**src/rtl/sched_pkg.sv**
```systemverilog
// ---------------------------------------------------------------------------
// sched_pkg
// Shared encodings for the multi-layer block scheduler.
//   - FSM state constants (IDLE / ISSUE / WAIT)
//   - block type encodings (FF=0, FB=1, BF=2, BB=3)
//   - config field select encodings for the layer table
//   - nextPhase(): per-layer phase order FF -> BF -> BB -> FB -> FF
// ---------------------------------------------------------------------------
package sched_pkg;

    localparam logic [1:0] ST_IDLE  = 2'd0;
    localparam logic [1:0] ST_ISSUE = 2'd1;
    localparam logic [1:0] ST_WAIT  = 2'd2;

    typedef enum logic [1:0] {
        BT_FF = 2'd0,
        BT_FB = 2'd1,
        BT_BF = 2'd2,
        BT_BB = 2'd3
    } blockType_e;

    typedef enum logic [1:0] {
        SEL_FWD_LEN = 2'd0,
        SEL_BWD_LEN = 2'd1,
        SEL_FWD_BP  = 2'd2,
        SEL_BWD_BP  = 2'd3
    } cfgSel_e;

    // The phase order is not the numeric order of the encodings, so the
    // successor is looked up explicitly.
    function automatic blockType_e nextPhase(input blockType_e p);
        blockType_e n;
        case (p)
            BT_FF:   n = BT_BF;
            BT_BF:   n = BT_BB;
            BT_BB:   n = BT_FB;
            default: n = BT_FF;
        endcase
        return n;
    endfunction

endpackage

```
**src/rtl/block_geometry_calc.sv**
```systemverilog
// ---------------------------------------------------------------------------
// block_geometry_calc
// Combinational descriptor arithmetic for one phase of one layer.
// Breakpoints are clamped to their lengths first, so every subtraction
// below is non-negative.
// Ports:
//   i_fwdLen, i_bwdLen   layer forward / backward lengths
//   i_fwdBp,  i_bwdBp    layer forward / backward breakpoints (unclamped)
//   i_blockType          phase being described
//   o_b0Start/o_b0Length block 0 geometry
//   o_b1Start/o_b1Length block 1 geometry
// ---------------------------------------------------------------------------
module block_geometry_calc
    import sched_pkg::*;
#(
    parameter int ADDR_W = 32
)(
    input  logic [ADDR_W-1:0] i_fwdLen,
    input  logic [ADDR_W-1:0] i_bwdLen,
    input  logic [ADDR_W-1:0] i_fwdBp,
    input  logic [ADDR_W-1:0] i_bwdBp,
    input  blockType_e        i_blockType,
    output logic [ADDR_W-1:0] o_b0Start,
    output logic [ADDR_W-1:0] o_b0Length,
    output logic [ADDR_W-1:0] o_b1Start,
    output logic [ADDR_W-1:0] o_b1Length
);

    logic [ADDR_W-1:0] w_f;
    logic [ADDR_W-1:0] w_b;
    logic [ADDR_W-1:0] w_fwdRem;
    logic [ADDR_W-1:0] w_bwdRem;

    assign w_f      = (i_fwdBp > i_fwdLen) ? i_fwdLen : i_fwdBp;
    assign w_b      = (i_bwdBp > i_bwdLen) ? i_bwdLen : i_bwdBp;
    assign w_fwdRem = i_fwdLen - w_f;
    assign w_bwdRem = i_bwdLen - w_b;

    always_comb begin
        o_b0Start  = '0;
        o_b0Length = '0;
        o_b1Start  = '0;
        o_b1Length = '0;
        case (i_blockType)
            BT_FF: begin
                o_b0Start  = w_f;
                o_b0Length = w_fwdRem;
                o_b1Length = w_fwdRem;
            end
            BT_BF: begin
                o_b0Length = w_b;
                o_b1Start  = w_fwdRem;
                o_b1Length = w_f;
            end
            BT_BB: begin
                o_b0Start  = w_b;
                o_b0Length = w_bwdRem;
                o_b1Length = w_bwdRem;
            end
            default: begin
                o_b0Length = w_f;
                o_b1Start  = w_bwdRem;
                o_b1Length = w_b;
            end
        endcase
    end

endmodule

```
**src/rtl/multi_layer_block_scheduler.sv**
```systemverilog
// ---------------------------------------------------------------------------
// multi_layer_block_scheduler
// Walks num_iters x num_layers x {FF,BF,BB,FB} and issues one registered
// block-pair descriptor per phase, waiting for the consumer to accept it
// and then for the blocks to finish before moving on.
// Ports:
//   clk_i, rst_ni                     clock, async active-low reset
//   cfg_we_i/cfg_layer_i/cfg_sel_i/cfg_data_i  layer table write port
//   start_i, num_layers_i, num_iters_i run request
//   sched_valid_o / sched_ready_i     descriptor handshake
//   block{0,1}_{start,length}_o, block_type_o, layer_o, last_o  descriptor
//   block_finish_valid_i              issued pair completed
//   busy_o, done_o, err_o             run status, completion pulse, sticky error
// ---------------------------------------------------------------------------
module multi_layer_block_scheduler
    import sched_pkg::*;
#(
    parameter int NUM_LAYERS = 8,
    parameter int ADDR_W     = 32,
    parameter int ITER_W     = 16,
    localparam int LAYER_W   = (NUM_LAYERS > 1) ? $clog2(NUM_LAYERS) : 1
)(
    input  logic               clk_i,
    input  logic               rst_ni,
    input  logic               cfg_we_i,
    input  logic [LAYER_W-1:0] cfg_layer_i,
    input  logic [1:0]         cfg_sel_i,
    input  logic [ADDR_W-1:0]  cfg_data_i,
    input  logic               start_i,
    input  logic [LAYER_W:0]   num_layers_i,
    input  logic [ITER_W-1:0]  num_iters_i,
    output logic               sched_valid_o,
    input  logic               sched_ready_i,
    output logic [ADDR_W-1:0]  block0_start_o,
    output logic [ADDR_W-1:0]  block0_length_o,
    output logic [ADDR_W-1:0]  block1_start_o,
    output logic [ADDR_W-1:0]  block1_length_o,
    output logic [1:0]         block_type_o,
    output logic [LAYER_W-1:0] layer_o,
    output logic               last_o,
    input  logic               block_finish_valid_i,
    output logic               busy_o,
    output logic               done_o,
    output logic               err_o
);

    localparam logic [LAYER_W:0] MAX_LAYERS = (LAYER_W+1)'(NUM_LAYERS);

    logic [1:0]         r_state;
    blockType_e         r_phase;
    logic [LAYER_W-1:0] r_layer;
    logic [ITER_W-1:0]  r_iter;
    logic [LAYER_W:0]   r_numLayers;
    logic [ITER_W-1:0]  r_numIters;
    logic [ADDR_W-1:0]  r_fwdLen [NUM_LAYERS];
    logic [ADDR_W-1:0]  r_bwdLen [NUM_LAYERS];
    logic [ADDR_W-1:0]  r_fwdBp  [NUM_LAYERS];
    logic [ADDR_W-1:0]  r_bwdBp  [NUM_LAYERS];
    logic [ADDR_W-1:0]  r_b0Start;
    logic [ADDR_W-1:0]  r_b0Length;
    logic [ADDR_W-1:0]  r_b1Start;
    logic [ADDR_W-1:0]  r_b1Length;
    logic               r_last;
    logic               r_done;
    logic               r_err;

    logic               w_startOk;
    logic               w_cfgInRange;
    logic               w_load;
    logic               w_lastLayer;
    blockType_e         w_tgtPhase;
    logic [LAYER_W-1:0] w_tgtLayer;
    logic [ITER_W-1:0]  w_tgtIter;
    logic               w_tgtLast;
    logic [ADDR_W-1:0]  w_b0Start;
    logic [ADDR_W-1:0]  w_b0Length;
    logic [ADDR_W-1:0]  w_b1Start;
    logic [ADDR_W-1:0]  w_b1Length;

    assign w_startOk    = start_i && (num_layers_i != '0) && (num_iters_i != '0);
    assign w_cfgInRange = int'(cfg_layer_i) < NUM_LAYERS;
    assign w_load       = ((r_state == ST_IDLE) && w_startOk) ||
                          ((r_state == ST_WAIT) && block_finish_valid_i && !r_last);

    // Indices of the descriptor that will be loaded next: the first one of a
    // run when idle, otherwise the successor of the one currently held.
    always_comb begin
        w_lastLayer = ({1'b0, r_layer} == (r_numLayers - (LAYER_W+1)'(1)));
        w_tgtPhase  = nextPhase(r_phase);
        w_tgtLayer  = r_layer;
        w_tgtIter   = r_iter;
        if (r_state == ST_IDLE) begin
            w_tgtPhase = BT_FF;
            w_tgtLayer = '0;
            w_tgtIter  = '0;
        end else if (r_phase == BT_FB) begin
            if (w_lastLayer) begin
                w_tgtLayer = '0;
                w_tgtIter  = r_iter + ITER_W'(1);
            end else begin
                w_tgtLayer = r_layer + LAYER_W'(1);
            end
        end
        w_tgtLast = (w_tgtPhase == BT_FB) &&
                    ({1'b0, w_tgtLayer} == (r_numLayers - (LAYER_W+1)'(1))) &&
                    (w_tgtIter == (r_numIters - ITER_W'(1)));
    end

    block_geometry_calc #(
        .ADDR_W (ADDR_W)
    ) u_geometry (
        .i_fwdLen    (r_fwdLen[w_tgtLayer]),
        .i_bwdLen    (r_bwdLen[w_tgtLayer]),
        .i_fwdBp     (r_fwdBp[w_tgtLayer]),
        .i_bwdBp     (r_bwdBp[w_tgtLayer]),
        .i_blockType (w_tgtPhase),
        .o_b0Start   (w_b0Start),
        .o_b0Length  (w_b0Length),
        .o_b1Start   (w_b1Start),
        .o_b1Length  (w_b1Length)
    );

    // Layer table: writable in any state; out-of-range slots are dropped
    // (the error flag is raised by the control block).
    always_ff @(posedge clk_i or negedge rst_ni) begin
        if (!rst_ni) begin
            for (int i = 0; i < NUM_LAYERS; i++) begin
                r_fwdLen[i] <= '0;
                r_bwdLen[i] <= '0;
                r_fwdBp[i]  <= '0;
                r_bwdBp[i]  <= '0;
            end
        end else if (cfg_we_i && w_cfgInRange) begin
            case (cfg_sel_i)
                SEL_FWD_LEN: r_fwdLen[cfg_layer_i] <= cfg_data_i;
                SEL_BWD_LEN: r_bwdLen[cfg_layer_i] <= cfg_data_i;
                SEL_FWD_BP:  r_fwdBp[cfg_layer_i]  <= cfg_data_i;
                default:     r_bwdBp[cfg_layer_i]  <= cfg_data_i;
            endcase
        end
    end

    // Control FSM, descriptor registers and status flags. Protocol
    // violations never change the sequence, they only set the sticky error.
    always_ff @(posedge clk_i or negedge rst_ni) begin
        if (!rst_ni) begin
            r_state     <= ST_IDLE;
            r_phase     <= BT_FF;
            r_layer     <= '0;
            r_iter      <= '0;
            r_numLayers <= '0;
            r_numIters  <= '0;
            r_b0Start   <= '0;
            r_b0Length  <= '0;
            r_b1Start   <= '0;
            r_b1Length  <= '0;
            r_last      <= 1'b0;
            r_done      <= 1'b0;
            r_err       <= 1'b0;
        end else begin
            r_done <= 1'b0;
            if (cfg_we_i && !w_cfgInRange) begin
                r_err <= 1'b1;
            end
            case (r_state)
                ST_IDLE: begin
                    if (block_finish_valid_i) begin
                        r_err <= 1'b1;
                    end
                    if (start_i && !w_startOk) begin
                        r_done <= 1'b1;
                    end else if (w_startOk) begin
                        r_state     <= ST_ISSUE;
                        r_numLayers <= (num_layers_i > MAX_LAYERS) ? MAX_LAYERS : num_layers_i;
                        r_numIters  <= num_iters_i;
                    end
                end
                ST_ISSUE: begin
                    if (block_finish_valid_i || start_i) begin
                        r_err <= 1'b1;
                    end
                    if (sched_ready_i) begin
                        r_state <= ST_WAIT;
                    end
                end
                ST_WAIT: begin
                    if (start_i) begin
                        r_err <= 1'b1;
                    end
                    if (block_finish_valid_i) begin
                        if (r_last) begin
                            r_state <= ST_IDLE;
                            r_last  <= 1'b0;
                            r_done  <= 1'b1;
                        end else begin
                            r_state <= ST_ISSUE;
                        end
                    end
                end
                default: r_state <= ST_IDLE;
            endcase
            if (w_load) begin
                r_phase    <= w_tgtPhase;
                r_layer    <= w_tgtLayer;
                r_iter     <= w_tgtIter;
                r_b0Start  <= w_b0Start;
                r_b0Length <= w_b0Length;
                r_b1Start  <= w_b1Start;
                r_b1Length <= w_b1Length;
                r_last     <= w_tgtLast;
            end
        end
    end

    assign sched_valid_o   = (r_state == ST_ISSUE);
    assign busy_o          = (r_state != ST_IDLE);
    assign block0_start_o  = r_b0Start;
    assign block0_length_o = r_b0Length;
    assign block1_start_o  = r_b1Start;
    assign block1_length_o = r_b1Length;
    assign block_type_o    = r_phase;
    assign layer_o         = r_layer;
    assign last_o          = r_last;
    assign done_o          = r_done;
    assign err_o           = r_err;

endmodule
```
**config.mk**
```make
export PLATFORM = sky130hd
export DESIGN_NAME = multi_layer_block_scheduler
export DESIGN_NICKNAME = d
export VERILOG_FILES = /design/src/rtl/sched_pkg.sv /design/src/rtl/block_geometry_calc.sv /design/src/rtl/multi_layer_block_scheduler.sv
export SDC_FILE = /design/constraint.sdc
export NUM_CORES = 2
export LEC_CHECK = 0
export BUFFER_PORTS_ARGS = -buffer_cell sky130_fd_sc_hd__clkbuf_2
export CAP_MARGIN = 20
export CORE_AREA = 2 2 433 607
export DETAILED_ROUTE_END_ITERATION = 10
export DIE_AREA = 0 0 435 609
export GPL_ROUTABILITY_DRIVEN = 0
export PLACE_DENSITY = 0.49
export SLEW_MARGIN = 20
export SYNTH_ARGS = -nofsm -noshare
export SYNTH_HDL_FRONTEND = slang
export SYNTH_SLANG_ARGS = --single-unit
```
**constraint.sdc**
```tcl
create_clock -name clk_i -period 8.8 [get_ports clk_i]
set_input_delay 1.76 -clock clk_i [delete_from_list [all_inputs] [get_ports clk_i]]
set_output_delay 1.76 -clock clk_i [all_outputs]
set_load 0.01 [all_outputs]
```
==> results.py <==
metrics = {
    "global_routing": {
        "grt_max_degree": 142,
        "grt_pass1_vias": 53200,
        "grt_pass1_wl_um": 389000,
        "track_usage_pct": 19.9,
        "antenna_found_initial": 12,
        "grt-ovfl-total": 0,
    },
    "worst_setup_path": {
        "rrSetupSlack_ns": 0.24,
        "worstSetupPathType": "reg2reg",
        "cp_top_family": "compound AO/OA/AOI/OAI gates",
        "cpMostUsedCell": "ha_1",
        "critPathRequiredTime_ns": 9.47,
        "worst_path_largest_cell_delay_ns": 0.63,
        "cpMaxStageDelayCell": "or4bb_1",
        "cp_max_fo": 29,
        "worst_setup_path_start_kind": "flop",
        "cp.arrival_ns": 9.23,
        "cp_num_buf_inv": 5,
        "cp-end-kind": "flop",
    },
    "timing": {
        "clock_skew_ns": 0.0274,
        "worstMarginPinSlew_ns": 1.17,
        "worst_slack_ns": 0.241,
        "final_max_slew_viol_count": 0,
        "min_period_over_period_pct": 97.3,
        "grt_setup_unrepaired": "no",
        "timing.fmax_ghz": 0.117,
        "setup_viol": 0,
        "finalHoldViolCount": 0,
        "min_period_ns": 8.56,
        "relSlewSlack_pct": 21.8,
        "finalSetupTns_ns": 0,
    },
    "final_layout": {
        "nNetsFinal": 6383,
        "layout_commonest_cell": "dfrtp_1",
        "final_util_pct": 29.2,
        "area_growth_pct": 17.3,
        "instances_no_fill": 9796,
        "regArea_sq_um": 30000,
        "fillers": 27000,
        "layout_common_cells": "dfrtp_1, mux2_2, nand2_1",
        "drive_gt1_share_pct": 31.8,
        "multi_input_comb_area_sq_um": 32600,
        "post-route-cell-area_sq_um": 75800,
    },
    "clock_network": {
        "insertion_delay_ns": 0.80,
        "h-tree-depth": 4,
        "cts_tree": "done",
        "cts.clk_slew.worst_paths_ns": 0.06,
        "clk_path_buf_depth": 3,
        "clkSinkCount": 1198,
        "root_buffer": "clkbuf_16",
        "cts_buffers": 131,
    },
    "floorplanning": {
        "die_y_um": 609,
        "start_util_pct": 24.8,
        "fp.dieW_um": 435,
        "fp.dieArea_sq_um": 265000,
        "floorplan.rows": 222,
        "num_io_pins": 201,
        "core-area_sq_um": 260000,
    },
    "power_and_ir_drop": {
        "power.density_nw_per_um2": 457,
        "leakage_uw": 0.0327,
        "vdd_drop_max_v": 0.000380,
    },
    "route": {
        "drtPass1Iterations": 8,
        "drc_errors": 0,
        "post_drt_wl_per_cell_um": 27.9,
        "wl_um": 274000,
        "via_per_inst": 5.40,
        "vias": 52900,
        "ant_nets": 0,
        "dr.first_iter.drc_count": 4803,
    },
    "yosys": {
        "ys_warn_count": 0,
        "synth_edf_count": 0,
        "syn-num-nets": 6197,
        "syn_area_sq_um": 64600,
        "synth_flop_cell": "dfrtp_1",
        "synthArstFlopShare_pct": 100,
        "ys_ff_latch": 1198,
        "ys_types": 113,
        "synthCells": 6034,
        "seq_area_frac_synth_pct": 46.4,
        "avgSynthCellArea_sq_um": 10.7,
    },
    "status": {
        "status": "complete, no violations",
    },
    "job": {
        "maxCapViolCount": 0,
    },
    "min_path": {
        "hp-class": "reg2reg",
    },
    "placement": {
        "preCtsSetupSlack_ns": -0.565,
        "hpwl_um": 179000,
        "dpl_cell_area_sq_um": 71300,
        "dp.cells": 9553,
        "portBuffers": 200,
    },
}
-- final timing paths --
path,start,endpoint,cells after the start
worst max-delay path,r_numLayers[0],block1_length_o[24],30
worst min-delay path,block1_length_o[8],block1_length_o[8],1
worst max register to register,r_numLayers[0],block1_length_o[24],30
worst min register to register,block1_length_o[8],block1_length_o[8],1
max in group asynchronous,rst_ni,r_fwdBp[185],3
min in group asynchronous,rst_ni,r_fwdLen[173],1
-- report_power, final --
part	internal, uW	switching, uW
Combinational	7890	13600
Clock	3110	2430
Sequential	6770	834
-- registers in the layout (all words and copies together), names as in the netlist, 2 cells and up --
| signal | cells |
|---|---|
| r_bwdBp | 256 |
| r_bwdLen | 256 |
| r_fwdBp | 256 |
| r_fwdLen | 256 |
| block0_length_o | 32 |
| block0_start_o | 32 |
| block1_length_o | 32 |
| block1_start_o | 32 |
| r_iter | 16 |
| r_numIters | 16 |
| r_numLayers | 4 |
| layer_o | 3 |
| block_type_o | 2 |
| r_state | 2 |
-- Yosys cell counts, types with 13 or more instances --
master,n,area (sq um)
o2111ai_1,16,140
a22oi_1,32,240
a211o_1,24,210
buf_1,97,364
o22ai_1,87,544
a31o_2,13,114
and2_1,16,100
ha_1,100,1250
buf_2,69,345
a2111oi_0,15,131
o21a_1,27,203
nor3_1,103,515
buf_4,13,97.6
a221oi_1,89,780
dfrtp_1,1198,30000
mux2_2,1064,12000
nand2_1,540,2030
o221ai_1,83,727
nor2_1,253,950
or2_2,21,131
o211a_1,14,140
buf_6,15,169
nand2b_1,40,250
clkbuf_1,330,1240
nor4_1,37,231
a31oi_1,79,494
nand3b_1,15,113
a22o_1,16,140
o31ai_1,63,473
inv_1,103,387
nand4_1,38,238
nand3_1,194,971
maj3_1,17,170
o211ai_1,48,360
or3_1,40,250
and3_1,44,275
a211oi_1,79,593
o21ai_0,215,1080
mux2i_1,74,741
a21oi_1,265,1330
o22a_1,18,158
or4_1,23,173
a21o_1,51,383
xnor2_1,64,561
xor2_1,48,420
-- kinds of logic after synthesis --
logic type | share of synthesized area, %
buf+inv | 4.04
fa+ha+maj | 2.20
simple gates | 10.4
flops | 46.4
mux | 20.0
xor+xnor | 1.61
compound gates | 15.3
-- timing repair --
item,4_1_cts,5_1_grt
cloned,0,4
setup buffers,0,1
hold buffers,0,0
endpoints found under the setup margin,16,67
resized for setup,6,23
pin swaps,0,3
-- routing by layer --
layer	share of wire [%]	wire length (um)	vias up	track usage [%]
met5	0.025	69	-	0
met4	8.7	23800	12	15.2
met3	4.8	13200	690	2.53
met2	49	134000	1941	34.1
met1	38	103000	27500	22.6
li1	-	-	22700	-
-- through the flow --
step / power [uW] / hold WS [ns]
5_1_grt: 36300 / 0.505
6_report: 34600 / 0.483
3_3_place_gp: 28400 / 0.466
4_1_cts: 34300 / 0.486
2_1_floorplan: 19400 / 0.470
3_5_place_dp: 28600 / 0.473
-- worst register-to-register path, delay by kind of cell (launching register included) --
kind,cells,cell delay [ns]
compound gates,9,2.60
simple gates,8,2.57
fa+ha+maj,4,1.01
buf+inv,5,0.99
flops,1,0.46
xor+xnor,2,0.42
mux,2,0.40
-- final cells by class --
class	count	share of cell area (%)
flip-flops and latches	1198	39.6
multi-input cells	4209	43.0
clock inverters	39	0.494
diodes	4	0.0132
repair buffers	575	5.62
clock buffers	194	5.04
inverters	105	0.520
well taps	3472	5.73
(Power assumes the default switching activity.)
